$ cat src/rtl/nes_multi_controller.sv
// Multi-pad NES/SNES serial controller reader: one shared latch/clock pair,
// per-pad data lines, optional auto-poll and per-button press/release flags.
module nes_multi_controller #(
  parameter int unsigned NUM_PADS         = 2,
  parameter int unsigned BITS_PER_PAD     = 8,
  parameter int unsigned CYCLES_PER_BIT   = 10,
  parameter int unsigned AUTO_POLL_CYCLES = 0
) (
  input  logic                                 clk,
  input  logic                                 i_rst_n,
  input  logic                                 i_read_buttons,
  output logic                                 o_busy,
  output logic                                 o_valid,
  output logic [NUM_PADS*BITS_PER_PAD-1:0]     o_buttons,
  output logic [NUM_PADS*BITS_PER_PAD-1:0]     o_pressed,
  output logic [NUM_PADS*BITS_PER_PAD-1:0]     o_released,
  input  logic [NUM_PADS-1:0]                  i_controller_data,
  output logic                                 o_controller_latch,
  output logic                                 o_controller_clock
);

  localparam int unsigned N     = NUM_PADS;
  localparam int unsigned B     = BITS_PER_PAD;
  localparam int unsigned C     = CYCLES_PER_BIT;
  localparam int unsigned H     = C / 2;
  localparam int unsigned W     = N * B;
  localparam int unsigned W_PH  = $clog2(C);
  localparam int unsigned W_BIT = $clog2(B);

  localparam logic [W_PH-1:0]  PH_LAST   = W_PH'(C - 1);
  localparam logic [W_PH-1:0]  PH_SAMPLE = W_PH'(H - 1);
  localparam logic [W_PH-1:0]  PH_HALF   = W_PH'(H);
  localparam logic [W_BIT-1:0] BIT_LAST  = W_BIT'(B - 1);

  typedef enum logic [1:0] {
    S_IDLE,
    S_LATCH,
    S_SHIFT,
    S_DONE
  } state_t;

  state_t           state_q,    state_d;
  logic [W_PH-1:0]  phase_q,    phase_d;
  logic [W_BIT-1:0] bit_q,      bit_d;
  logic [W-1:0]     sample_q,   sample_d;
  logic [W-1:0]     prev_q,     prev_d;
  logic [W-1:0]     buttons_q,  buttons_d;
  logic [W-1:0]     pressed_q,  pressed_d;
  logic [W-1:0]     released_q, released_d;
  logic             latch_q,    latch_d;
  logic             sclk_q,     sclk_d;
  logic             busy_q,     busy_d;
  logic             valid_q,    valid_d;

  logic poll_tick;
  logic read_req;

  // Free-running auto-poll tick generator; absent entirely when disabled.
  generate
    if (AUTO_POLL_CYCLES > 0) begin : g_poll
      localparam int unsigned W_AP = (AUTO_POLL_CYCLES > 1) ? $clog2(AUTO_POLL_CYCLES) : 1;
      localparam logic [W_AP-1:0] AP_LAST = W_AP'(AUTO_POLL_CYCLES - 1);

      logic [W_AP-1:0] poll_cnt_q, poll_cnt_d;

      always_comb begin
        poll_cnt_d = poll_cnt_q + W_AP'(1);
        if (poll_cnt_q == AP_LAST) begin
          poll_cnt_d = '0;
        end
      end

      always_ff @(posedge clk or negedge i_rst_n) begin
        if (!i_rst_n) begin
          poll_cnt_q <= '0;
        end else begin
          poll_cnt_q <= poll_cnt_d;
        end
      end

      assign poll_tick = (poll_cnt_q == AP_LAST);
    end else begin : g_no_poll
      assign poll_tick = 1'b0;
    end
  endgenerate

  assign read_req = i_read_buttons | poll_tick;

  // Next-state, shift capture and registered-output decode.
  always_comb begin
    state_d    = state_q;
    phase_d    = phase_q;
    bit_d      = bit_q;
    sample_d   = sample_q;
    prev_d     = prev_q;
    buttons_d  = buttons_q;
    pressed_d  = pressed_q;
    released_d = released_q;

    case (state_q)
      S_IDLE: begin
        if (read_req) begin
          state_d = S_LATCH;
          phase_d = '0;
        end
      end
      S_LATCH: begin
        if (phase_q == PH_LAST) begin
          state_d = S_SHIFT;
          phase_d = '0;
          bit_d   = '0;
        end else begin
          phase_d = phase_q + W_PH'(1);
        end
      end
      S_SHIFT: begin
        // Data lines are active low; each pad's bits enter at the MSB so slot 0 ends in bit 0.
        if (phase_q == PH_SAMPLE) begin
          for (int unsigned p = 0; p < N; p++) begin
            sample_d[p*B +: B] = {~i_controller_data[p], sample_q[p*B+1 +: B-1]};
          end
        end
        if (phase_q == PH_LAST) begin
          phase_d = '0;
          if (bit_q == BIT_LAST) begin
            state_d = S_DONE;
          end else begin
            bit_d = bit_q + W_BIT'(1);
          end
        end else begin
          phase_d = phase_q + W_PH'(1);
        end
      end
      S_DONE: begin
        state_d = S_IDLE;
      end
      default: begin
        state_d = S_IDLE;
      end
    endcase

    if (state_d == S_DONE) begin
      buttons_d  = sample_q;
      pressed_d  = sample_q & ~prev_q;
      released_d = prev_q & ~sample_q;
      prev_d     = sample_q;
    end

    latch_d = (state_d == S_LATCH);
    sclk_d  = (state_d == S_SHIFT) && (phase_d >= PH_HALF) && (bit_d != BIT_LAST);
    busy_d  = (state_d != S_IDLE);
    valid_d = (state_d == S_DONE);
  end

  always_ff @(posedge clk or negedge i_rst_n) begin
    if (!i_rst_n) begin
      state_q    <= S_IDLE;
      phase_q    <= '0;
      bit_q      <= '0;
      sample_q   <= '0;
      prev_q     <= '0;
      buttons_q  <= '0;
      pressed_q  <= '0;
      released_q <= '0;
      latch_q    <= 1'b0;
      sclk_q     <= 1'b0;
      busy_q     <= 1'b0;
      valid_q    <= 1'b0;
    end else begin
      state_q    <= state_d;
      phase_q    <= phase_d;
      bit_q      <= bit_d;
      sample_q   <= sample_d;
      prev_q     <= prev_d;
      buttons_q  <= buttons_d;
      pressed_q  <= pressed_d;
      released_q <= released_d;
      latch_q    <= latch_d;
      sclk_q     <= sclk_d;
      busy_q     <= busy_d;
      valid_q    <= valid_d;
    end
  end

  assign o_busy             = busy_q;
  assign o_valid            = valid_q;
  assign o_buttons          = buttons_q;
  assign o_pressed          = pressed_q;
  assign o_released         = released_q;
  assign o_controller_latch = latch_q;
  assign o_controller_clock = sclk_q;

endmodule
$ cat config.mk
export PLATFORM = sky130hd
export DESIGN_NAME = nes_multi_controller
export DESIGN_NICKNAME = d
export VERILOG_FILES = /design/src/rtl/nes_multi_controller.sv
export SDC_FILE = /design/constraint.sdc
export NUM_CORES = 1
export LEC_CHECK = 0
export CAP_MARGIN = 20
export CORE_MARGIN = 1
export CORE_UTILIZATION = 44
export DETAILED_ROUTE_END_ITERATION = 6
export PLACE_DENSITY_LB_ADDON = 0.05
export SLEW_MARGIN = 10
export SYNTH_ARGS = -nofsm -noshare
export SYNTH_HDL_FRONTEND = slang
export SYNTH_SLANG_ARGS = --single-unit
$ cat constraint.sdc
create_clock -name clk -period 2.7 [get_ports clk]
set_clock_uncertainty 0.15 [all_clocks]
set_input_delay 0.54 -clock clk [delete_from_list [all_inputs] [get_ports clk]]
set_output_delay 0.54 -clock clk [all_outputs]
set_load 0.02 [all_outputs]
Word-level counts from Yosys, hierarchy flattened
Cells that the tools add are included.
{"block": "totals", "regBits": 77, "output_inout_bits": 52, "elab_cells": 48}
{"block": "classes", "addsub": 2, "magnitude_cmp": 1, "n_eq_ne": 10, "n_mux": 12, "n_bitwise": 6, "reduce_logical": 6}
{"op": "$and A16 B16 Y16", "count": 2}
{"op": "$not A16 Y16", "count": 2}
{"op": "$mux W3", "count": 3}
{"op": "$eq A2 B2 Y1 const B", "count": 4}
{"op": "$mux W2", "count": 4}
{"op": "$mux W4", "count": 2}
{"op": "$pmux W2 S4", "count": 1}
{"op": "$pmux W4 S2", "count": 1}
{"op": "$pmux W3 S2", "count": 1}
{"op": "$add A4 B1 Y4 const B", "count": 1}
{"op": "$eq A2 B1 Y1 const B", "count": 2}
{"op": "$eq A4 B3 Y1 const B", "count": 1}
{"op": "$eq A4 B4 Y1 const B", "count": 1}
{"op": "$ge A4 B3 Y1 const B", "count": 1}
{"op": "$add A3 B1 Y3 const B", "count": 1}
{"op": "$eq A3 B3 Y1 const B", "count": 1}
{"op": "$ne A3 B3 Y1 const B", "count": 1}
{"op": "$logic_and A1 B1 Y1", "count": 2}
{"op": "$logic_not A2 Y1", "count": 1}
{"op": "$not A1 Y1", "count": 2}
{"op": "$reduce_and A2 Y1", "count": 1}
{"op": "$reduce_bool A2 Y1", "count": 1}
{"op": "$reduce_or A2 Y1", "count": 1}

Longest topological paths before layout
{"block": "logic_depth", "word_depth": 7, "ltp_mapped": 9, "depth_no_buf": 7}

Worst setup path after synthesis
OpenSTA, ideal clock, no wires.
{"block": "synth_timing", "path_type": "register -> register", "startpoint": "register phase_q[1]", "endpoint": "register buttons_q[10], in the netlist o_buttons[10]", "setup_ns": 0.125, "t_arrival_ns": 1.956, "t_required_ns": 2.425, "path_slack_ns": 0.469, "stages_incl_launch_ff": 10, "path_buffers": 2, "period_less_slack_ns": 2.231, "path_cell_list": "dfrtp_1 inv_1 ha_1 and3b_1 a311oi_1 a221o_1 buf_6 nor2_8 buf_8 mux2_4"}
{"block": "synth_between", "elab_chain_len": 4, "elab_cells_between_ends": 5, "cone_classes": "eq/ne: 2; mux: 3"}
{"item": "start: declaration", "line_no": "43", "text": "logic [W_PH-1:0] phase_q, phase_d;"}
{"item": "start signal: assignment", "line_no": "171", "text": "phase_q <= phase_d;"}
{"item": "$eq A4 B4 Y1 (*)", "line_no": "108, 123"}
{"item": "$mux W2, on equally long branches", "line_no": "123, 108"}
{"item": "$pmux W2 S4 (*)", "line_no": "100", "text": "case (state_q)"}
{"item": "$eq A2 B2 Y1 (*)", "line_no": "142", "text": "if (state_d == S_DONE) begin"}
{"item": "end signal: assignment", "line_no": "175", "text": "buttons_q <= buttons_d;"}
{"item": "end: declaration", "line_no": "47", "text": "logic [W-1:0] buttons_q, buttons_d;"}
Every way passes the cells marked *; elsewhere a longest branch is shown, timed or not.
A chain may end at the register's enable or synchronous reset.

Worst setup path after layout
{"block": "layout_timing", "startpoint": "register phase_q[1]", "endpoint": "register buttons_q[1], in the netlist o_buttons[1]"}
The elaborated chain is that of the path after synthesis.

==> results.py <==
metrics = {
    "global_routing": {
        "grt_use_total": 0.1743,
        "grt_max_degree": 53,
        "antenna_found_initial": 0,
        "grt_overflow": 0,
        "grt_pass1_vias": 2311,
        "grt_pass1_wl_mm": 11.35,
    },
    "worst_setup_path": {
        "critPathTopFamily": "compound AO/OA/AOI/OAI gates",
        "r2r-end": "o_buttons[1]",
        "worstSetupEndpointType": "register",
        "r2r_setup_slack_ns": 0.24,
        "r2r_start": "phase_q[1]",
        "worstPathCellList": "inv_1 > ha_1 > and3b_1 > a311oi_1 > a221o_2 > nor2_8 > buf_4 > mux2_2",
        "cp.arrival_ns": 2.53,
        "criticalPathCategory": "register to register",
        "cpPeakStageDelay_ns": 0.42,
        "critPathLaunchType": "register",
        "critPathMaxFanout": 12,
        "required_ns": 2.77,
        "crit_buf_inv": 2,
        "ff2ff_path_depth": 8,
        "cpMaxStageDelayCell": "dfrtp_1",
    },
    "layout": {
        "layout.nets": 343,
        "syn_to_final_growth_pct": 26.30,
        "multi_input_area_mm2": 0.001310,
        "fillers": 616,
        "drive_above_1_share": 0.2119,
        "seq_area_mm2": 0.001927,
        "antenna_cells": 0,
    },
    "clock_network": {
        "postCtsResizedCells": 0,
        "numCtsBuffers": 9,
        "cts_root_buf": "clkbuf_8",
        "clockBufferDepth": 2,
        "clk_pin_slew_worst_paths_ns": 0.08,
        "clk-insertion-delay-late_ns": 0.34,
        "clock_sinks": 77,
        "cts_tree": "yes",
        "h-tree-depth": 3,
    },
    "hold_path": {
        "min_from": "sample_q[0]",
        "holdPathEnd": "o_released[0]",
        "hold_depth": 1,
        "min_path_type": "register to register",
    },
    "flow_run": {
        "drv_cap": 0,
    },
    "sta": {
        "timing.slew.headroom": 0.6709,
        "fin_crit_ns": 2.458,
        "finalMaxSlewViolations": 0,
        "hold_violations": 0,
        "final-setup-viol-count": 0,
        "worstMarginPinSlew_ns": 0.4918,
        "post-route-period-util": 0.9105,
        "rsz0062_at_grt": "no",
        "clock.fmax_mhz": 406.8,
        "fin_tns_setup_ns": 0,
    },
    "logic_synthesis": {
        "yosysUniqueCellTypes": 37,
        "synth_seq_cells": 77,
        "yosys_warnings": 0,
        "synth_edf_count": 0,
        "ys.flop_type": "dfrtp_1",
        "avgSynthCellArea_um2": 12.62,
        "ys_seq_area_frac": 0.5633,
        "synth-async-reset-ratio": 1.000,
        "syn_area_mm2": 0.003421,
        "netlist_instances": 271,
        "syn-num-nets": 284,
    },
    "detailed_routing": {
        "avgViaCountPerCell": 5.376,
        "vias": 2333,
        "drt-wirelength-per-cell_um": 14.88,
        "drc": 0,
        "dr.pass1.iters": 4,
        "wl_mm": 6.457,
        "ant_nets": 0,
        "drt_first_iter_violations": 153,
    },
    "power": {
        "peakVddDrop_mv": 0.2450,
        "p_leak_nw": 1.884,
        "fin_total_pwr_mw": 2.152,
        "power_density_mw_per_mm2": 498.1,
    },
    "die": {
        "row_count": 31,
        "ios": 57,
        "core-area_mm2": 0.007370,
        "die-area_mm2": 0.008132,
        "die-height_um": 90.18,
        "die_x_um": 90.18,
        "initial_utilization": 0.4642,
    },
    "placement": {
        "gp_congestion": 0.8218,
        "port_buffers": 56,
        "place_hpwl_mm": 4.161,
    },
    "outcome": {
        "outcome": "finished, final reports clean",
    },
}
cell usage in the layout (no fill, tap or decap), types with 2 or more instances in the layout:
cell and instances:
a21oi_1 3, buf_12 3, mux2_4 13, buf_4 5, a31o_1 2, nand2b_1 2, o21ai_0 23, bufinv_16 2
clkbuf_8 9, a31o_2 15, ha_1 8, o41ai_1 16, nor2_1 3, inv_1 23, nand2_1 10, mux2_2 17
a311oi_1 2, clkdlybuf4s50_1 55, clkbuf_1 2, clkinvlp_4 2, a22o_1 3, dfrtp_1 77, o21a_1 16, nor2b_1 3
nand3_1 4
cell type report:
cell class | count | area share
multi-input combinational | 155 | 0.3032
sequential | 77 | 0.4460
tap | 99 | 0.02867
timing repair buffer | 64 | 0.1523
clock buffer | 11 | 0.03041
clock inverter | 5 | 0.01940
inverter | 23 | 0.01998
what timing repair did:
action	4_1_cts	5_1_grt
setup buffers	0	0
hold endpoints to repair	19	0
hold buffers	1	0
synthesized netlist by cell type (2+ instances only):
cell type,count,area (um2)
clkbuf_1,9,33.78
buf_6,4,45.04
a31o_2,15,131.4
nand2_1,10,37.54
o21a_1,16,120.1
dfrtp_1,77,1927
inv_1,23,86.33
ha_1,8,100.1
nor2_1,3,11.26
a311oi_1,2,17.52
nor2b_1,3,18.77
a22o_1,3,26.28
nand3_1,4,20.02
mux2_4,13,195.2
a221o_1,2,20.02
o21ai_0,23,115.1
a31o_1,2,17.52
a21oi_1,3,15.01
nand2b_1,2,12.51
mux2_2,17,191.4
o41ai_1,16,140.1
routing by layer:
| metal | global-route usage | vias up | routed length, um |
|---|---|---|---|
| met4 | 0.07258 | 0 | 97 |
| met2 | 0.2634 | 51 | 2947 |
| met1 | 0.2435 | 1168 | 3108 |
| met3 | 0.03723 | 8 | 304 |
| met5 | 0 | - | 0 |
| li1 | - | 1106 | - |
power breakdown:
part / total (mW) / leakage [nW] / internal [mW] / switching [mW]
Combinational: 0.0381 / 0.754 / 0.0136 / 0.0244
Sequential: 1.17 / 1.03 / 1.16 / 0.00831
Clock: 0.947 / 0.100 / 0.525 / 0.422
Total: 2.15 / 1.88 / 1.70 / 0.455
worst max-delay path by stage:
stage	endpoint	slack, ns	start	cells past startpoint
5_1_grt	o_buttons[1]	0.10	phase_q[1]	8
3_5_place_dp	o_buttons[1]	0.17	i_read_buttons	6
2_1_floorplan	o_buttons[10]	0.47	phase_q[1]	9
3_3_place_gp	o_buttons[0]	0.20	i_read_buttons	6
6_report	o_buttons[1]	0.24	phase_q[1]	8
4_1_cts	o_buttons[1]	0.25	phase_q[1]	8
stage by stage:
step                      setup slack [ns]  area [um2]  hold slack, ns    util  std cells
after global placement              0.1990        4095          0.3435  0.5557        417
after floorplan                     0.4694        3421         0.09441       -        271
after detailed placement            0.1706        4095          0.3431  0.5557        417
final                               0.2416        4320          0.3559  0.5862        434
after CTS                           0.2467        4320          0.3586  0.5862        434
after global routing                0.1043        4320          0.3859  0.5862        434
sequential cells by signal, indices dropped and copies added, names as in the netlist:
signal              cells
sample_q               16
o_valid                 1
o_pressed              16
state_q                 2
o_released             16
o_controller_clock      1
o_controller_latch      1
o_buttons              16
o_busy                  1
bit_q                   3
phase_q                 4
cells by family after synthesis:
logic type                 after synthesis  share of synthesized area
DFF                                     77                     0.5633
muxes                                   31                     0.1159
and+or+nand+nor                         29                    0.04755
AOI/OAI and AO/OA                       87                     0.1876
adders and majority gates                8                    0.02926
buffers and inverters                   39                    0.05632
No activity file was read; power rests on OpenSTA's default activity.
